**src/rtl/id_bubble_tracker_pkg.sv**
```systemverilog
// Shared definitions for the IF/ID bubble tracker: bubble encoding, FSM states and strobes.
package id_bubble_tracker_pkg;

   localparam int unsigned INSTR_W      = 32;
   localparam int unsigned CNT_W_DEF    = 16;
   localparam logic [INSTR_W-1:0] NOP_INSTR_DEF = 32'h2000_0000;

   // Encodings are shared with the IF no-op inserter; keep them fixed.
   typedef enum logic [1:0] {
      ST_IDLE = 2'd0,
      ST_JR_A = 2'd1,
      ST_JR_B = 2'd2,
      ST_LW_A = 2'd3
   } bubble_state_e;

   typedef struct packed {
      logic bubble;
      logic err;
   } fsm_strobe_t;

   function automatic logic flags_illegal(input logic no_op, input logic pre_no_op);
      return no_op & pre_no_op;
   endfunction

endpackage

```
**src/rtl/id_bubble_tracker_bubble_fsm.sv**
```systemverilog
// Bubble-sequence FSM: tracks the IF flag protocol and emits per-capture bubble/error strobes.
module id_bubble_tracker_bubble_fsm
   import id_bubble_tracker_pkg::*;
(
   input  logic        clk,
   input  logic        reset,
   input  logic        adv,
   input  logic        no_op,
   input  logic        pre_no_op,
   input  logic        instr_is_nop,
   output fsm_strobe_t strobe_c
);

   bubble_state_e state_q;
   bubble_state_e state_d;

   always_ff @(posedge clk) begin
      if (reset) begin
         state_q <= ST_IDLE;
      end else begin
         state_q <= state_d;
      end
   end

   // Next state and strobes; only meaningful on non-stalled captures.
   always_comb begin
      state_d         = state_q;
      strobe_c.bubble = 1'b0;
      strobe_c.err    = 1'b0;
      if (adv) begin
         if (flags_illegal(no_op, pre_no_op)) begin
            strobe_c.err = 1'b1;
            state_d      = ST_IDLE;
         end else begin
            case (state_q)
               ST_IDLE: begin
                  if (pre_no_op) begin
                     state_d         = ST_JR_A;
                     strobe_c.bubble = 1'b1;
                  end else if (no_op) begin
                     state_d = ST_LW_A;
                  end
               end
               ST_JR_A: begin
                  if (no_op) begin
                     state_d = ST_JR_B;
                  end else begin
                     state_d      = ST_IDLE;
                     strobe_c.err = 1'b1;
                  end
               end
               ST_JR_B, ST_LW_A: begin
                  state_d = ST_IDLE;
                  if (!no_op && !pre_no_op && instr_is_nop) begin
                     strobe_c.bubble = 1'b1;
                  end else begin
                     strobe_c.err = 1'b1;
                  end
               end
               default: state_d = ST_IDLE;
            endcase
         end
      end
   end

endmodule

```
**src/rtl/id_bubble_tracker.sv**
```systemverilog
// IF/ID pipeline register that mirrors the IF no-op flags back and tracks inserted bubbles.
module id_bubble_tracker
   import id_bubble_tracker_pkg::*;
#(
   parameter int unsigned      WIDTH     = INSTR_W,
   parameter logic [WIDTH-1:0] NOP_INSTR = WIDTH'(NOP_INSTR_DEF),
   parameter int unsigned      CNT_W     = CNT_W_DEF
) (
   input  logic             clk,
   input  logic             reset,
   input  logic [WIDTH-1:0] IF_instr,
   input  logic [WIDTH-1:0] IF_pc,
   input  logic             IF_noOp,
   input  logic             IF_prenoOp,
   input  logic             ID_stall,
   output logic [WIDTH-1:0] ID_instr,
   output logic [WIDTH-1:0] ID_pc,
   output logic             ID_noOp,
   output logic             ID_preNoOp,
   output logic             ID_bubble,
   output logic             protocol_err,
   output logic [CNT_W-1:0] bubble_cnt
);

   localparam logic [CNT_W-1:0] CNT_MAX = {CNT_W{1'b1}};

   fsm_strobe_t strobe_c;
   logic        adv_c;

   logic [WIDTH-1:0] instr_q, instr_d;
   logic [WIDTH-1:0] pc_q, pc_d;
   logic             no_op_q, no_op_d;
   logic             pre_no_op_q, pre_no_op_d;
   logic             bubble_q, bubble_d;
   logic             err_q, err_d;
   logic [CNT_W-1:0] cnt_q, cnt_d;

   assign adv_c = ~ID_stall;

   id_bubble_tracker_bubble_fsm u_bubble_fsm (
      .clk          (clk),
      .reset        (reset),
      .adv          (adv_c),
      .no_op        (IF_noOp),
      .pre_no_op    (IF_prenoOp),
      .instr_is_nop (IF_instr == NOP_INSTR),
      .strobe_c     (strobe_c)
   );

   // Capture on non-stalled cycles, otherwise hold everything.
   always_comb begin
      instr_d     = instr_q;
      pc_d        = pc_q;
      no_op_d     = no_op_q;
      pre_no_op_d = pre_no_op_q;
      bubble_d    = bubble_q;
      err_d       = err_q;
      cnt_d       = cnt_q;
      if (adv_c) begin
         instr_d     = IF_instr;
         pc_d        = IF_pc;
         no_op_d     = IF_noOp;
         pre_no_op_d = IF_prenoOp;
         bubble_d    = strobe_c.bubble;
         err_d       = err_q | strobe_c.err;
         if (strobe_c.bubble && (cnt_q != CNT_MAX)) begin
            cnt_d = cnt_q + CNT_W'(1);
         end
      end
   end

   always_ff @(posedge clk) begin
      if (reset) begin
         instr_q     <= NOP_INSTR;
         pc_q        <= '0;
         no_op_q     <= 1'b0;
         pre_no_op_q <= 1'b0;
         bubble_q    <= 1'b1;
         err_q       <= 1'b0;
         cnt_q       <= '0;
      end else begin
         instr_q     <= instr_d;
         pc_q        <= pc_d;
         no_op_q     <= no_op_d;
         pre_no_op_q <= pre_no_op_d;
         bubble_q    <= bubble_d;
         err_q       <= err_d;
         cnt_q       <= cnt_d;
      end
   end

   assign ID_instr     = instr_q;
   assign ID_pc        = pc_q;
   assign ID_noOp      = no_op_q;
   assign ID_preNoOp   = pre_no_op_q;
   assign ID_bubble    = bubble_q;
   assign protocol_err = err_q;
   assign bubble_cnt   = cnt_q;

endmodule

```
**config.mk**
```make
export PLATFORM = sky130hd
export DESIGN_NAME = id_bubble_tracker
export DESIGN_NICKNAME = d
export VERILOG_FILES = /design/src/rtl/id_bubble_tracker_pkg.sv /design/src/rtl/id_bubble_tracker_bubble_fsm.sv /design/src/rtl/id_bubble_tracker.sv
export SDC_FILE = /design/constraint.sdc
export NUM_CORES = 1
export LEC_CHECK = 0
export CORE_UTILIZATION = 47
export CTS_BUF_LIST = sky130_fd_sc_hd__clkbuf_8
export CTS_CLUSTER_SIZE = 8
export DETAILED_ROUTE_END_ITERATION = 16
export HOLD_SLACK_MARGIN = 0.12
export PLACE_DENSITY = 0.88
export SYNTH_ARGS = -nofsm -noshare
export SYNTH_HDL_FRONTEND = slang
export SYNTH_SLANG_ARGS = --single-unit
```
**constraint.sdc**
```tcl
create_clock -name clk -period 4.2 [get_ports clk]
set_input_delay 0.63 -clock clk [delete_from_list [all_inputs] [get_ports clk]]
set_output_delay 0.63 -clock clk [all_outputs]
set_load 0.02 [all_outputs]
```
# Word level (Yosys, flattened, before mapping)
# Index checks and enable logic that the tools add are counted.
# word_totals
reg_bits	86
latchBits	0
mem_bits_rw	0
romBits	0
wordCells	41
mem_count	0
# classes
addsub	1
mul	0
div	0
magnitude_cmp	0
eq_ne	6
n_shift	0
muxes	14
n_bitwise	3
reduce_logical	9
# ops
op	count
32-bit by 30-bit equality test with 1-bit output (second input constant)	1
16-bit by 1-bit adder with 16-bit output (second input constant)	1
16-bit != test (second input constant)	1
2-bit two-way mux	5
1-bit two-way mux	6
2-bit case mux with 3 select lines	1
2-bit equality test (second input constant)	2
4-bit by 3-bit != test with 1-bit output (second input constant)	1
1-bit case mux with 2 select lines	2
2-bit AND reduction	2
1-bit logical AND	3
2-bit by 1-bit equality test with 1-bit output (second input constant)	1
1-bit logical NOT	2
2-bit logical NOT	1
2-bit OR reduction	1
1-bit bitwise AND	1
1-bit inverter	1
1-bit OR	1

# Logic depth before layout (Yosys ltp)
# Gate-level depths: netlist of the first run.
# depth
depth_word	9
depth_mapped	8
mapped_depth_nobuf	6

# Modules after synthesis
# Synthesis of the first run repeated with hierarchy kept, for this count alone.
# hier_totals
cells_unflattened	337
area_unflattened_um2	3405.8
# by_module_without_submodules
mod	n_inst	cells_per_inst	area_each_um2	seq_area_each_um2
id_bubble_tracker	1	322	3259.4	1681.6
id_bubble_tracker_bubble_fsm	1	15	146.4	40.0

# Least setup slack after synthesis of the first run
# No wires, ideal clock.
# synth_path
path_type	input to register
from	in IF_prenoOp
to	reg cnt_q[7] (netlist: bubble_cnt[7])
setup_time_ns	0.123
arrival_ns	2.162
required_time_ns	4.077
path_slack_ns	1.914
path_stages	7
path_cell_list	buf_2 nor3_1 nand3_1 o31a_1 buf_6 nor4_4 mux2_1
# synth_between
elab_chain_cells	9
# synth_rtl
item	line_no	text
start: declaration	id_bubble_tracker.sv:14	input logic IF_prenoOp,
1-bit logical NOT	id_bubble_tracker_bubble_fsm.sv:54	if (!no_op && !pre_no_op && instr_is_nop) begin
1-bit logical AND (2 in a row)	id_bubble_tracker_bubble_fsm.sv:54	
1-bit two-way mux	id_bubble_tracker_bubble_fsm.sv:54	
1-bit case mux with 2 select lines	id_bubble_tracker_bubble_fsm.sv:35	case (state_q)
1-bit two-way mux (*)	id_bubble_tracker_bubble_fsm.sv:31	if (flags_illegal(no_op, pre_no_op)) begin
2-bit two-way mux (*)	id_bubble_tracker_bubble_fsm.sv:30	if (adv) begin
1-bit logical AND (*)	id_bubble_tracker.sv:66	if (strobe_c.bubble && (cnt_q != CNT_MAX)) begin
2-bit AND reduction (no line) (*)	n/a	
end signal: assignment	id_bubble_tracker.sv:88	cnt_q <= cnt_d;
end: declaration	id_bubble_tracker.sv:36	logic [CNT_W-1:0] cnt_q, cnt_d;
# Every way passes the cells marked *; elsewhere a longest branch is shown, timed or not.
# A chain may end at the register's enable or synchronous reset.

# Final worst setup path of the first run
# layout_path
from	in IF_instr[25]
to	reg cnt_q[15] (netlist: bubble_cnt[15])
# layout_between
elab_chain_cells	8
# layout_rtl
item	line_no	text
start: declaration	id_bubble_tracker.sv:11	input logic [WIDTH-1:0] IF_instr,
32-bit by 30-bit equality test with 1-bit output	id_bubble_tracker.sv:46	.instr_is_nop (IF_instr == NOP_INSTR),
1-bit logical AND	id_bubble_tracker_bubble_fsm.sv:54	
1-bit two-way mux	id_bubble_tracker_bubble_fsm.sv:54	
1-bit case mux with 2 select lines	id_bubble_tracker_bubble_fsm.sv:35	
1-bit two-way mux	id_bubble_tracker_bubble_fsm.sv:31	
2-bit two-way mux	id_bubble_tracker_bubble_fsm.sv:30	
1-bit logical AND	id_bubble_tracker.sv:66	
2-bit AND reduction (no line)	n/a	
# Every way passes these cells.

==> results_dict.tcl, run 1 <==
set metrics [dict create \
    cts_setup_buffers 0 \
    synthFlopType "dfxtp_1" \
    core_um2 6940 \
    final.min_clock_period_ps 2950 \
    avgSynthCellArea_um2 9.83 \
    fp.dieH_um 87.9 \
    grt_pass1_vias 3032 \
    routed_via_density 5.31 \
    clockRootBuffer "clkbuf_8" \
    crit_type "input port to register" \
    yosys_register_bits 86 \
    drt-pass1-iter-count 4 \
    numCtsBuffers 9 \
    reg2reg_from "bubble_cnt[0]" \
    status "complete, no violations" \
    yosysTopAreaCellShare 0.496 \
    maxCapViolations 0 \
    synth_area_um2 3470 \
    synth_common_cells "dfxtp_1, nor2_1, mux2i_1, a21oi_1, clkbuf_1" \
    routed_wirelength_um 9580 \
    start_kind "input port" \
    vias 3171 \
    num_rows 30 \
    ctsLongestPathBuffers 2 \
    grt_start_max_net_pins 74 \
    skew_ps 7.58 \
    portBuffers 152 \
    nNetsFinal 566 \
    drc 0 \
    synth_cells 353 \
    min_from "ID_pc[27]" \
    clock.fmax_ghz 0.339 \
    seq_area_frac_synth 0.496 \
    drt_iter0_markers 133 \
    syn_to_final_growth_pct 51.5 \
    fillCellCount 490 \
    required_ps 4460 \
    ctsResizeCount 0 \
    fp.dieW_um 87.9 \
    crit_path_start "IF_instr[25]" \
    hold_viol 0 \
    cp.arrival_ps 3210 \
    min_to "ID_pc[27]" \
    ant_nets 0 \
    cts_tree "yes" \
    vdd_drop_max_uv 233 \
    cp_max_fo 28 \
    tightest_slew_ps 1150 \
    synth_cell_type_count 38 \
    globalRouteOverflowTotal 0 \
    dp_slack_ps 1050 \
    max_slew_margin 0.236 \
    period_share 0.703 \
    hpwlAfterDp_um 6790 \
    rsz0062_at_grt "false" \
    r2r-end "bubble_cnt[5]" \
    synthTopCellsByArea "dfxtp_1, mux2i_1, nor2_1" \
    power_density_nw_per_um2 358 \
    ys_warn_count 0 \
    clock-sinks 86 \
    drive_above_1_share 0.0459 \
    io_pins 153 \
    setup_ws_ps 1250 \
    synthArstFlopShare 0 \
    finalSetupTns_ps 0 \
    synth_top_cell_by_area "dfxtp_1" \
    grt_antenna_before_repair 0 \
    worstSkewPairLatency_ps 340 \
    ff2ff_path_depth 6 \
    grt_util_all_layers 0.245 \
    power_mw 1.88 \
    end_kind "register" \
    whs_path_depth 2 \
    cts_hold_buf 0 \
    h-tree-depth 3 \
    synth-edff-count 0 \
    static-leakage-power_nw 2.09 \
    clk_pin_slew_ps 80 \
    start_util 0.500 \
    grt_pass1_wl_um 14500 \
    place_congestion 0.763 \
    slew_viol_final 0 \
    finalSetupViolCount 0 \
    syn_nets 423 \
    dieArea_um2 7730 \
    n_antenna_cell 0 \
    hp-class "register to register" \
    routedWlPerCell_um 16.1 \
    r2r_slack_ps 1590 \
    final_core_util 0.757 \
    synth.most_common_cell "dfxtp_1" \
]
-- metal layers --
layer | vias to the layer above | wire [um] | GRT usage
li1 | 1535 | - | -
met1 | 1474 | 3890 | 0.275
met2 | 145 | 4680 | 0.440
met3 | 17 | 815 | 0.0631
met4 | 0 | 189 | 0.0969
met5 | - | 0 | 0
-- metrics by stage --
step                      area, um^2  instances  hold WS [ps]
after floorplan                 3470        353           509
after global placement          5020        581           472
after detailed placement        5020        581           486
after CTS                       5260        597           505
after global routing            5260        597           522
final                           5260        597           499
-- critical path, stage by stage --
cell and delay (ps):
clkdlybuf4s50_1 460, nor4b_1 510, nand4_1 190, o31a_1 650, or4_1 630, a21oi_1 160
-- area by class of cell --
cell class	count	area (um^2)	area share
multi-input combinational	239	1630	0.309
inverter	6	22.5	0.00428
sequential	86	1720	0.328
clock inverter	7	114	0.0217
tap	96	120	0.0229
timing repair buffer	154	1530	0.291
clock buffer	9	124	0.0236
-- state kept, by name, summed over array words and instances, names as in the netlist --
signal	cells
ID_preNoOp	1
ID_pc	32
protocol_err	1
ID_noOp	1
u_bubble_fsm.state_q	2
bubble_cnt	16
ID_bubble	1
ID_instr	32
-- layout by cell type, fill, tap and decap left out, types with 2 or more instances in the layout --
| cell type | netlist | final |
|---|---|---|
| nand3_1 | 9 | 9 |
| clkdlybuf4s50_1 | 0 | 150 |
| buf_4 | 2 | 3 |
| nor3_1 | 4 | 4 |
| a21oi_1 | 16 | 16 |
| or4_1 | 9 | 9 |
| mux2i_1 | 67 | 67 |
| or3_1 | 2 | 2 |
| dfxtp_1 | 86 | 86 |
| inv_1 | 6 | 8 |
| nor2_1 | 74 | 74 |
| and3_1 | 2 | 2 |
| clkbuf_8 | 0 | 9 |
| nor4_4 | 2 | 2 |
| o21ai_1 | 2 | 2 |
| nor2b_1 | 2 | 2 |
| nor4_1 | 8 | 8 |
| o31ai_1 | 9 | 9 |
| nand2_1 | 7 | 7 |
| nand4_1 | 6 | 6 |
| mux2_1 | 3 | 3 |
| o21ai_0 | 3 | 3 |
| bufinv_16 | 0 | 3 |
-- power breakdown --
part	switching (mW)	total, mW	internal [mW]	leakage, nW
clock	0.292	0.686	0.393	0.122
sequential	0.0228	0.879	0.856	0.707
combinational	0.153	0.319	0.166	1.26
-- kinds of logic (layout without fill, tap and decap cells) --
kind of cell / after synthesis / after routing / share of synthesized area
adders and majority gates: 1 / 1 / 0.00361
DFF: 86 / 86 / 0.496
and+or+nand+nor: 133 / 133 / 0.195
muxes: 70 / 70 / 0.203
AOI/OAI and AO/OA: 34 / 34 / 0.0638
xor gates and xnor gates: 1 / 1 / 0.00252
buffers and inverters: 28 / 176 / 0.0353
-- worst max path at each step --
stage | end | slack (ps) | cells past startpoint
after floorplan | bubble_cnt[7] | 1910 | 7
final | bubble_cnt[15] | 1250 | 6
after global placement | bubble_cnt[13] | 1090 | 6
after detailed placement | bubble_cnt[5] | 1050 | 6
after global routing | bubble_cnt[15] | 1110 | 6
after CTS | bubble_cnt[5] | 1290 | 6
No activity file was read; power rests on OpenSTA's default activity.
==> run 2: changes to the inputs <==
- CORE_UTILIZATION: 47 -> 43
- PLACE_DENSITY: 0.88 -> 0.82
- clock period: 4.2 -> 2.75 ns (I/O delays scaled with it)
==> run 2 against run 1 <==
  * Utilization decreased by 7.4 points
  * Total power increased by 50%
  * Clock power increased by 44%
  * Cell count increased by 2.0%
  * Routed wire length decreased by 4.0%
==> results_dict.tcl, run 2 (same netlist as run 1, synthesis figures left out) <==
set metrics [dict create \
    clock.fmax_ghz 0.429 \
    vdd_drop_max_uv 284 \
    skew_ps 9.05 \
    end_kind "register" \
    slew_viol_final 0 \
    crit_type "input port to register" \
    drt-pass1-iter-count 4 \
    numCtsBuffers 9 \
    globalRouteOverflowTotal 0 \
    power_density_nw_per_um2 532 \
    final.min_clock_period_ps 2330 \
    maxCapViolations 0 \
    start_util 0.447 \
    ff2ff_path_depth 7 \
    cts_setup_buffers 0 \
    routed-wl-met2_um 4360 \
    rsz0062_at_grt "false" \
    drive_above_1_share 0.0611 \
    grt_pass1_vias 2990 \
    final_cell_mix "clkdlybuf4s50_1, dfxtp_1, nor2_1" \
    whs_path_depth 2 \
    cp_max_fo 28 \
    routed_wirelength_um 9200 \
    dieArea_um2 8430 \
    io_pins 153 \
    min_to "ID_instr[29]" \
    period_share 0.848 \
    routed_via_density 5.22 \
    cp.arrival_ps 2570 \
    n_antenna_cell 0 \
    vias 3180 \
    core_um2 7770 \
    reg2reg_from "bubble_cnt[0]" \
    portBuffers 152 \
    drt_iter0_markers 132 \
    num_rows 32 \
    nNetsFinal 572 \
    r2r-end "bubble_cnt[7]" \
    hold_viol 0 \
    clockRootBuffer "clkbuf_8" \
    cts_tree "yes" \
    grt_antenna_before_repair 0 \
    routed.top_layer "met4" \
    static-leakage-power_nw 2.11 \
    tightest_slew_ps 1160 \
    ctsResizeCount 0 \
    fp.dieW_um 91.8 \
    required_ps 2990 \
    h-tree-depth 3 \
    clk_pin_slew_ps 90 \
    place_congestion 0.732 \
    dp_slack_ps 39.9 \
    ant_nets 0 \
    status "complete, no violations" \
    r2r_slack_ps 580 \
    start_kind "input port" \
    routedWlPerCell_um 15.1 \
    fp.dieH_um 91.8 \
    power_mw 2.82 \
    drc 0 \
    drt-met1-wl_um 4020 \
    clock-sinks 86 \
    max_slew_margin 0.229 \
    setup_ws_ps 419 \
    final_common_cell "clkdlybuf4s50_1" \
    grt_util_all_layers 0.216 \
    grt_start_max_net_pins 74 \
    hp-class "register to register" \
    hpwlAfterDp_um 6540 \
    finalSetupViolCount 0 \
    syn_to_final_growth_pct 52.9 \
    cts_hold_buf 0 \
    finalSetupTns_ps 0 \
    worstSkewPairLatency_ps 350 \
    wl_met3_um 690 \
    ctsLongestPathBuffers 2 \
    grt_pass1_wl_um 14500 \
    min_from "ID_instr[29]" \
]
## run 2: changes by cell type in the layout (fill, tap and decap cells not counted)
cell | previous run | this run
buf_4 | 3 | 8
clkinv_2 | 0 | 2
inv_1 | 8 | 6
buf_12 | 0 | 1
bufinv_16 | 3 | 2
clkinv_4 | 0 | 1
clkinvlp_4 | 1 | 0
inv_6 | 1 | 2
## run 2: area by class of cell
cell class,instances,area (um^2)
fillers,631,2460
inverters,6,22.5
clock buffers,9,124
repair buffers,160,1590
clock inverters,7,96.3
multi-input cells,239,1630
flip-flops and latches,86,1720
well taps,102,128
## run 2: metrics by stage
| stage | util | hold WS, ps | cell area (um^2) | instances |
|---|---|---|---|---|
| final | 0.683 | 494 | 5300 | 609 |
| after global routing | 0.683 | 531 | 5300 | 609 |
| after CTS | 0.683 | 498 | 5300 | 609 |
| after detailed placement | 0.654 | 470 | 5080 | 593 |
| after global placement | 0.654 | 474 | 5080 | 593 |
| after floorplan | - | 509 | 3470 | 353 |
## run 2: worst max-delay path, cell delays in order
cell and delay (ps):
clkdlybuf4s50_1 420, nor4b_1 420, nand4_1 170, o31a_1 340
buf_12 170, nor4_4 280, mux2_1 340
## run 2: layer usage
layer,vias to the layer above,track usage
met2,131,0.367
li1,1547,-
met4,0,0.0794
met1,1490,0.262
met3,12,0.0605
met5,-,0
## run 2: worst max path at each step
stage                     cells after the start        endpoint  slack, ps     startpoint
after floorplan                               7   bubble_cnt[7]        600  bubble_cnt[0]
after global placement                        7   bubble_cnt[5]         90   IF_instr[25]
after detailed placement                      7   bubble_cnt[7]         40   IF_instr[25]
after CTS                                     7  bubble_cnt[15]        400   IF_instr[25]
after global routing                          7  bubble_cnt[11]        320   IF_instr[25]
final                                         7   bubble_cnt[7]        420   IF_instr[25]
## run 2: report_power, final
part / leakage [nW] / total [mW] / switching, mW / internal, mW
sequential: 0.707 / 1.34 / 0.0353 / 1.31
clock: 0.114 / 0.985 / 0.468 / 0.517
combinational: 1.29 / 0.496 / 0.233 / 0.263
